$ cat src/rtl/mu0_arb_mux_pkg.sv
// Shared constants and helpers for the MU0 arbitrated multiplexor.
// The optional lock feature is enabled with `define MU0_ARB_MUX_LOCK_EN.
package mu0_arb_mux_pkg;

  localparam int DEF_WIDTH    = 16;
  localparam int DEF_CHANNELS = 4;
  localparam int MIN_CHANNELS = 2;
  localparam int MAX_CHANNELS = 16;

  // OR-reduction form: no priority chain, valid only for one-hot inputs.
  function automatic int onehot_to_idx(input logic [MAX_CHANNELS-1:0] oh);
    int idx;
    idx = 0;
    for (int i = 0; i < MAX_CHANNELS; i++) begin
      if (oh[i]) idx = idx | i;
    end
    return idx;
  endfunction

endpackage

$ cat src/rtl/mu0_arb_mux_rr_arbiter.sv
// Round-robin arbiter: searches req from (pointer+1) with wrap and owns the
// last-grant pointer, which moves only when advance confirms a transfer.
module mu0_rr_arbiter
  import mu0_arb_mux_pkg::*;
#(
  parameter int CHANNELS = DEF_CHANNELS,
  localparam int SELW    = $clog2(CHANNELS)
) (
  input  logic                clk,
  input  logic                reset,
  input  logic [CHANNELS-1:0] req,
  input  logic                advance,
  output logic [CHANNELS-1:0] grant,
  output logic [SELW-1:0]     grant_idx
);

  logic [SELW-1:0]         ptr_q;
  logic [SELW-1:0]         ptr_d;
  logic                    found;
  logic [MAX_CHANNELS-1:0] grant_ext;

  // Two passes: channels above the pointer first, then wrap to 0..pointer.
  always_comb begin
    grant = '0;
    found = 1'b0;
    for (int j = 0; j < CHANNELS; j++) begin
      if (!found && req[j] && (j > int'(ptr_q))) begin
        grant[j] = 1'b1;
        found    = 1'b1;
      end
    end
    for (int j = 0; j < CHANNELS; j++) begin
      if (!found && req[j] && (j <= int'(ptr_q))) begin
        grant[j] = 1'b1;
        found    = 1'b1;
      end
    end
  end

  always_comb begin
    grant_ext                 = '0;
    grant_ext[CHANNELS-1:0]   = grant;
    grant_idx                 = SELW'(onehot_to_idx(grant_ext));
  end

  always_comb begin
    ptr_d = ptr_q;
    if (advance && found) ptr_d = grant_idx;
  end

  always_ff @(posedge clk) begin
    if (reset) ptr_q <= SELW'(CHANNELS - 1);
    else       ptr_q <= ptr_d;
  end

endmodule

$ cat src/rtl/mu0_arb_mux.sv
// Registered N-to-1 round-robin multiplexor with per-channel valid/ready.
// Optional atomic-lock input is enabled with `define MU0_ARB_MUX_LOCK_EN.
module mu0_arb_mux
  import mu0_arb_mux_pkg::*;
#(
  parameter int WIDTH    = DEF_WIDTH,
  parameter int CHANNELS = DEF_CHANNELS,
  localparam int SELW    = $clog2(CHANNELS)
) (
  input  logic                      clk,
  input  logic                      reset,
  input  logic [CHANNELS*WIDTH-1:0] in_data,
  input  logic [CHANNELS-1:0]       in_valid,
  output logic [CHANNELS-1:0]       in_ready,
  output logic [WIDTH-1:0]          out_data,
  output logic                      out_valid,
  input  logic                      out_ready,
`ifdef MU0_ARB_MUX_LOCK_EN
  input  logic                      lock,
`endif
  output logic [SELW-1:0]           out_sel
);

  if ((CHANNELS < MIN_CHANNELS) || (CHANNELS > MAX_CHANNELS)) begin : g_bad_channels
    $error("mu0_arb_mux: CHANNELS out of range 2..16");
  end

  logic                out_valid_q, out_valid_d;
  logic [WIDTH-1:0]    out_data_q,  out_data_d;
  logic [SELW-1:0]     out_sel_q,   out_sel_d;
  logic [CHANNELS-1:0] req;
  logic [CHANNELS-1:0] grant;
  logic [SELW-1:0]     grant_idx;
  logic                load_en;
  logic                advance;

  assign load_en = !out_valid_q || out_ready;
  assign advance = load_en && !reset;

`ifdef MU0_ARB_MUX_LOCK_EN
  // A held lock pins arbitration to the channel that supplied the current word.
  always_comb begin
    req = in_valid;
    if (lock && out_valid_q) begin
      req = '0;
      req[out_sel_q] = in_valid[out_sel_q];
    end
  end
`else
  assign req = in_valid;
`endif

  mu0_rr_arbiter #(
    .CHANNELS (CHANNELS)
  ) u_arb (
    .clk       (clk),
    .reset     (reset),
    .req       (req),
    .advance   (advance),
    .grant     (grant),
    .grant_idx (grant_idx)
  );

  assign in_ready = reset ? '0 : (grant & {CHANNELS{load_en}});

  // Output register stage: load on grant, drop valid on an empty slot.
  always_comb begin
    out_valid_d = out_valid_q;
    out_data_d  = out_data_q;
    out_sel_d   = out_sel_q;
    if (load_en) begin
      if (|grant) begin
        out_valid_d = 1'b1;
        out_sel_d   = grant_idx;
        for (int k = 0; k < CHANNELS; k++) begin
          if (grant[k]) out_data_d = in_data[k*WIDTH +: WIDTH];
        end
      end else begin
        out_valid_d = 1'b0;
      end
    end
  end

  always_ff @(posedge clk) begin
    if (reset) begin
      out_valid_q <= 1'b0;
      out_data_q  <= '0;
      out_sel_q   <= '0;
    end else begin
      out_valid_q <= out_valid_d;
      out_data_q  <= out_data_d;
      out_sel_q   <= out_sel_d;
    end
  end

  assign out_valid = out_valid_q;
  assign out_data  = out_data_q;
  assign out_sel   = out_sel_q;

endmodule

$ cat config.mk
export PLATFORM = sky130hd
export DESIGN_NAME = mu0_arb_mux
export DESIGN_NICKNAME = d
export VERILOG_FILES = /design/src/rtl/mu0_arb_mux_pkg.sv /design/src/rtl/mu0_arb_mux_rr_arbiter.sv /design/src/rtl/mu0_arb_mux.sv
export SDC_FILE = /design/constraint.sdc
export NUM_CORES = 1
export LEC_CHECK = 0
export CELL_PAD_IN_SITES_DETAIL_PLACEMENT = 1
export CELL_PAD_IN_SITES_GLOBAL_PLACEMENT = 2
export CORE_AREA = 8 8 83 114
export DETAILED_ROUTE_END_ITERATION = 8
export DIE_AREA = 0 0 91 122
export PLACE_DENSITY = 0.9
export SYNTH_ARGS = -nofsm -noshare
export SYNTH_HDL_FRONTEND = slang
export SYNTH_SLANG_ARGS = --single-unit
export TNS_END_PERCENT = 10
$ cat constraint.sdc
create_clock -name clk -period 2.16 [get_ports clk]
set_clock_uncertainty 0.05 [all_clocks]
set_input_delay 0.324 -clock clk [delete_from_list [all_inputs] [get_ports clk]]
set_output_delay 0.324 -clock clk [all_outputs]
set_load 0.01 [all_outputs]
==> metrics <==
status=complete, no violations; crit path cell chain=clkdlybuf4s50_1 > buf_4 > a21oi_1 > o211ai_1 > nor2_1 > dlygate4sd2_1; hpwl dp=5.663 mm; total I/O pin count=94; CTS Buf Count=3; Die ar.=approximately 11000 um2; Max Cap Violations=0; Final Hold Fails=0; cell row count=38; Setup-failing EPs final=0; CTS tree=yes; final period utilization=95.35%; Filler cells=919; Routed Antenna Nets=0; Final TNS setup=0 ns; DR DRC count=0; crit-path max cell delay=0.49 ns; GRT Max-Usage Layer=met2; Max Clk Rate=about 500 MHz; post-route setup slack=0.1003 ns; Placed Cells=371; EDFF count, synth=0; register area share after synthesis=about 31%; Critical Path End Type=output port; Syn Area/Cell=about 8.1 um2; Netlist cell types=35; number of nets in the layout=around 350; Synth Flop Type=dfxtp_1; initial antenna violation count=0; syn nets=238; met3 global-route usage=1.663%; post-route core utilization=33.95%; final WL=approximately 7.3 mm; largest net degree at the start of global routing=21; DP Area=2569 um2; WP data required=~1.8 ns; met2 Resource Use GR=26.43%; IO buf count=93; design area=2615 um2; Via density=4.981; total power=1.340 mW; synthesized instance count=167; Die W=91 um; Pre-antenna DRT Iters=4; relative slew slack=74.85%; Worst Tran Pin Value=0.3741 ns; Fin Hold WS=0.4098 ns; Cell Pwr Density=512.6 nW/um2; peak supply drop=0.2012 mV; worst hold path type=register to register; Setup WS pre-CTS=-0.2573 ns; H-tree levels=1; area grow syn2layout=93.52%; Lkg Pwr=0.9198 nW; Die Y=122 um; vias in the first global route=2127; #FFs+latches synth=21; cts hold-fix bufs=0; Worst-path clk slew=around 0.080 ns; CP startpoint kind=input port; Syn Std Cell Area=approximately 1400 um2; worst-path fanout max=5; minimum clock period=2.060 ns; GPL Wtd Cong=0.7986; via count=1868; Setup CP Type=input port to output port; Critical-path top delay cell=clkdlybuf4s50_1; Post-synth ARST share=0%; first-pass GRT wire length=11.29 mm; Starting Density=17.54%; max-slew violations=0; ant diodes=0; GRT Util Overall=roughly an eighth; # Post-CTS Setup Buffers=0; worst-skew pair later-pin latency=0.26 ns; CTS sink cnt=21; met1 Use GR=12.35%; Starting DRT DRC Count=between 60 and 70; GR Overflow Total=0; RSZ-0062 raised after global routing=no; root buf cell=clkbuf_8; final non-filler cell total=about 380; total core area=7702 um2; share of layout cells above drive strength 1=roughly 16%; WL/cell=around 20 um; CP Data Arrival Time=1.69 ns; synth warn=0; Max Root-Sink Buffers=2
[registers in the layout, indices dropped and copies added (netlist names)]
signal / flops
u_arb.ptr_q: 2
out_valid: 1
out_sel: 2
out_data: 16
[cells in the mapped netlist, types with 2 or more instances]
cell,number,area share (%)
buf_4,3,1.7
nor3_1,20,7.4
nand3_1,16,5.9
o221a_2,2,1.7
o21ai_0,16,5.9
o211ai_1,3,1.7
dfxtp_1,21,31
a21oi_1,5,1.9
inv_1,2,0.56
buf_2,5,1.9
nand2b_1,4,1.9
nand2_1,5,1.4
o221ai_1,16,10
clkbuf_1,7,1.9
a311oi_1,16,10
nor2_1,6,1.7
o21ai_1,2,0.74
[critical path: cells and delay by family]
kind                   cells  cell delay [ns]
buffers and inverters      3             0.98
AOI/OAI and AO/OA          2             0.28
and+or+nand+nor            1             0.10
[cell families after synthesis]
logic type,count (synthesis),share of synthesized area (%)
compound gates,68,39.81
flops,21,31.11
simple gates,57,21.30
buf+inv,21,7.777
[report_power, final]
group | switching, mW | total (mW) | internal [mW]
logic | 0.271 | 0.607 | 0.335
registers | 0.0321 | 0.468 | 0.436
clock network | 0.134 | 0.266 | 0.131
[cell usage in the layout (no fill, tap or decap), types with 2 or more instances in the layout]
cell	count
a21oi_1	5
a311oi_1	16
buf_12	3
buf_4	25
clkbuf_8	3
clkdlybuf4s50_1	89
dfxtp_1	20
dlygate4sd2_1	2
inv_1	2
nand2_1	5
nand2b_1	4
nand3_1	16
nor2_1	6
nor3_1	19
o211ai_1	3
o21ai_0	16
o21ai_1	2
o221a_2	2
o221ai_1	16
[final cells by class]
| cell class | instances | area, um2 | share of cell area (%) |
|---|---|---|---|
| sequential | 21 | 421.7 | 16.12 |
| timing repair buffer | 121 | 1174 | 44.88 |
| tap | 100 | 125.1 | 4.785 |
| clock buffer | 4 | 45.04 | 1.722 |
| multi-input combinational | 125 | 834.6 | 31.91 |
| inverter | 4 | 15.01 | 0.5742 |
[final timing paths]
path / from / depth (start not counted) / to / slack, ns
worst max-delay path: in_valid[1] / 6 / in_ready[2] / 0.10
worst min-delay path: out_sel[0]$_SDFFE_PP0P_ / 2 / out_sel[0]$_SDFFE_PP0P_ / 0.41
worst max register to register: u_arb.ptr_q[1]$_SDFFE_PP1P_ / 7 / out_data[7]$_SDFFE_PP0P_ / 0.30
worst min register to register: out_sel[0]$_SDFFE_PP0P_ / 2 / out_sel[0]$_SDFFE_PP0P_ / 0.41
[routing by layer]
| layer | vias to the layer above | share of wire [%] |
|---|---|---|
| met5 | - | 0 |
| li1 | 884 | - |
| met3 | 6 | 3.2 |
| met2 | 46 | 58 |
| met1 | 932 | 37 |
| met4 | 0 | 1.7 |
[timing repair]
item | 4_1_cts | 5_1_grt
pin swaps | 0 | 3
gates resized for setup | 4 | 4
endpoints found under the setup margin | 4 | 5
(Power assumes the default switching activity.)
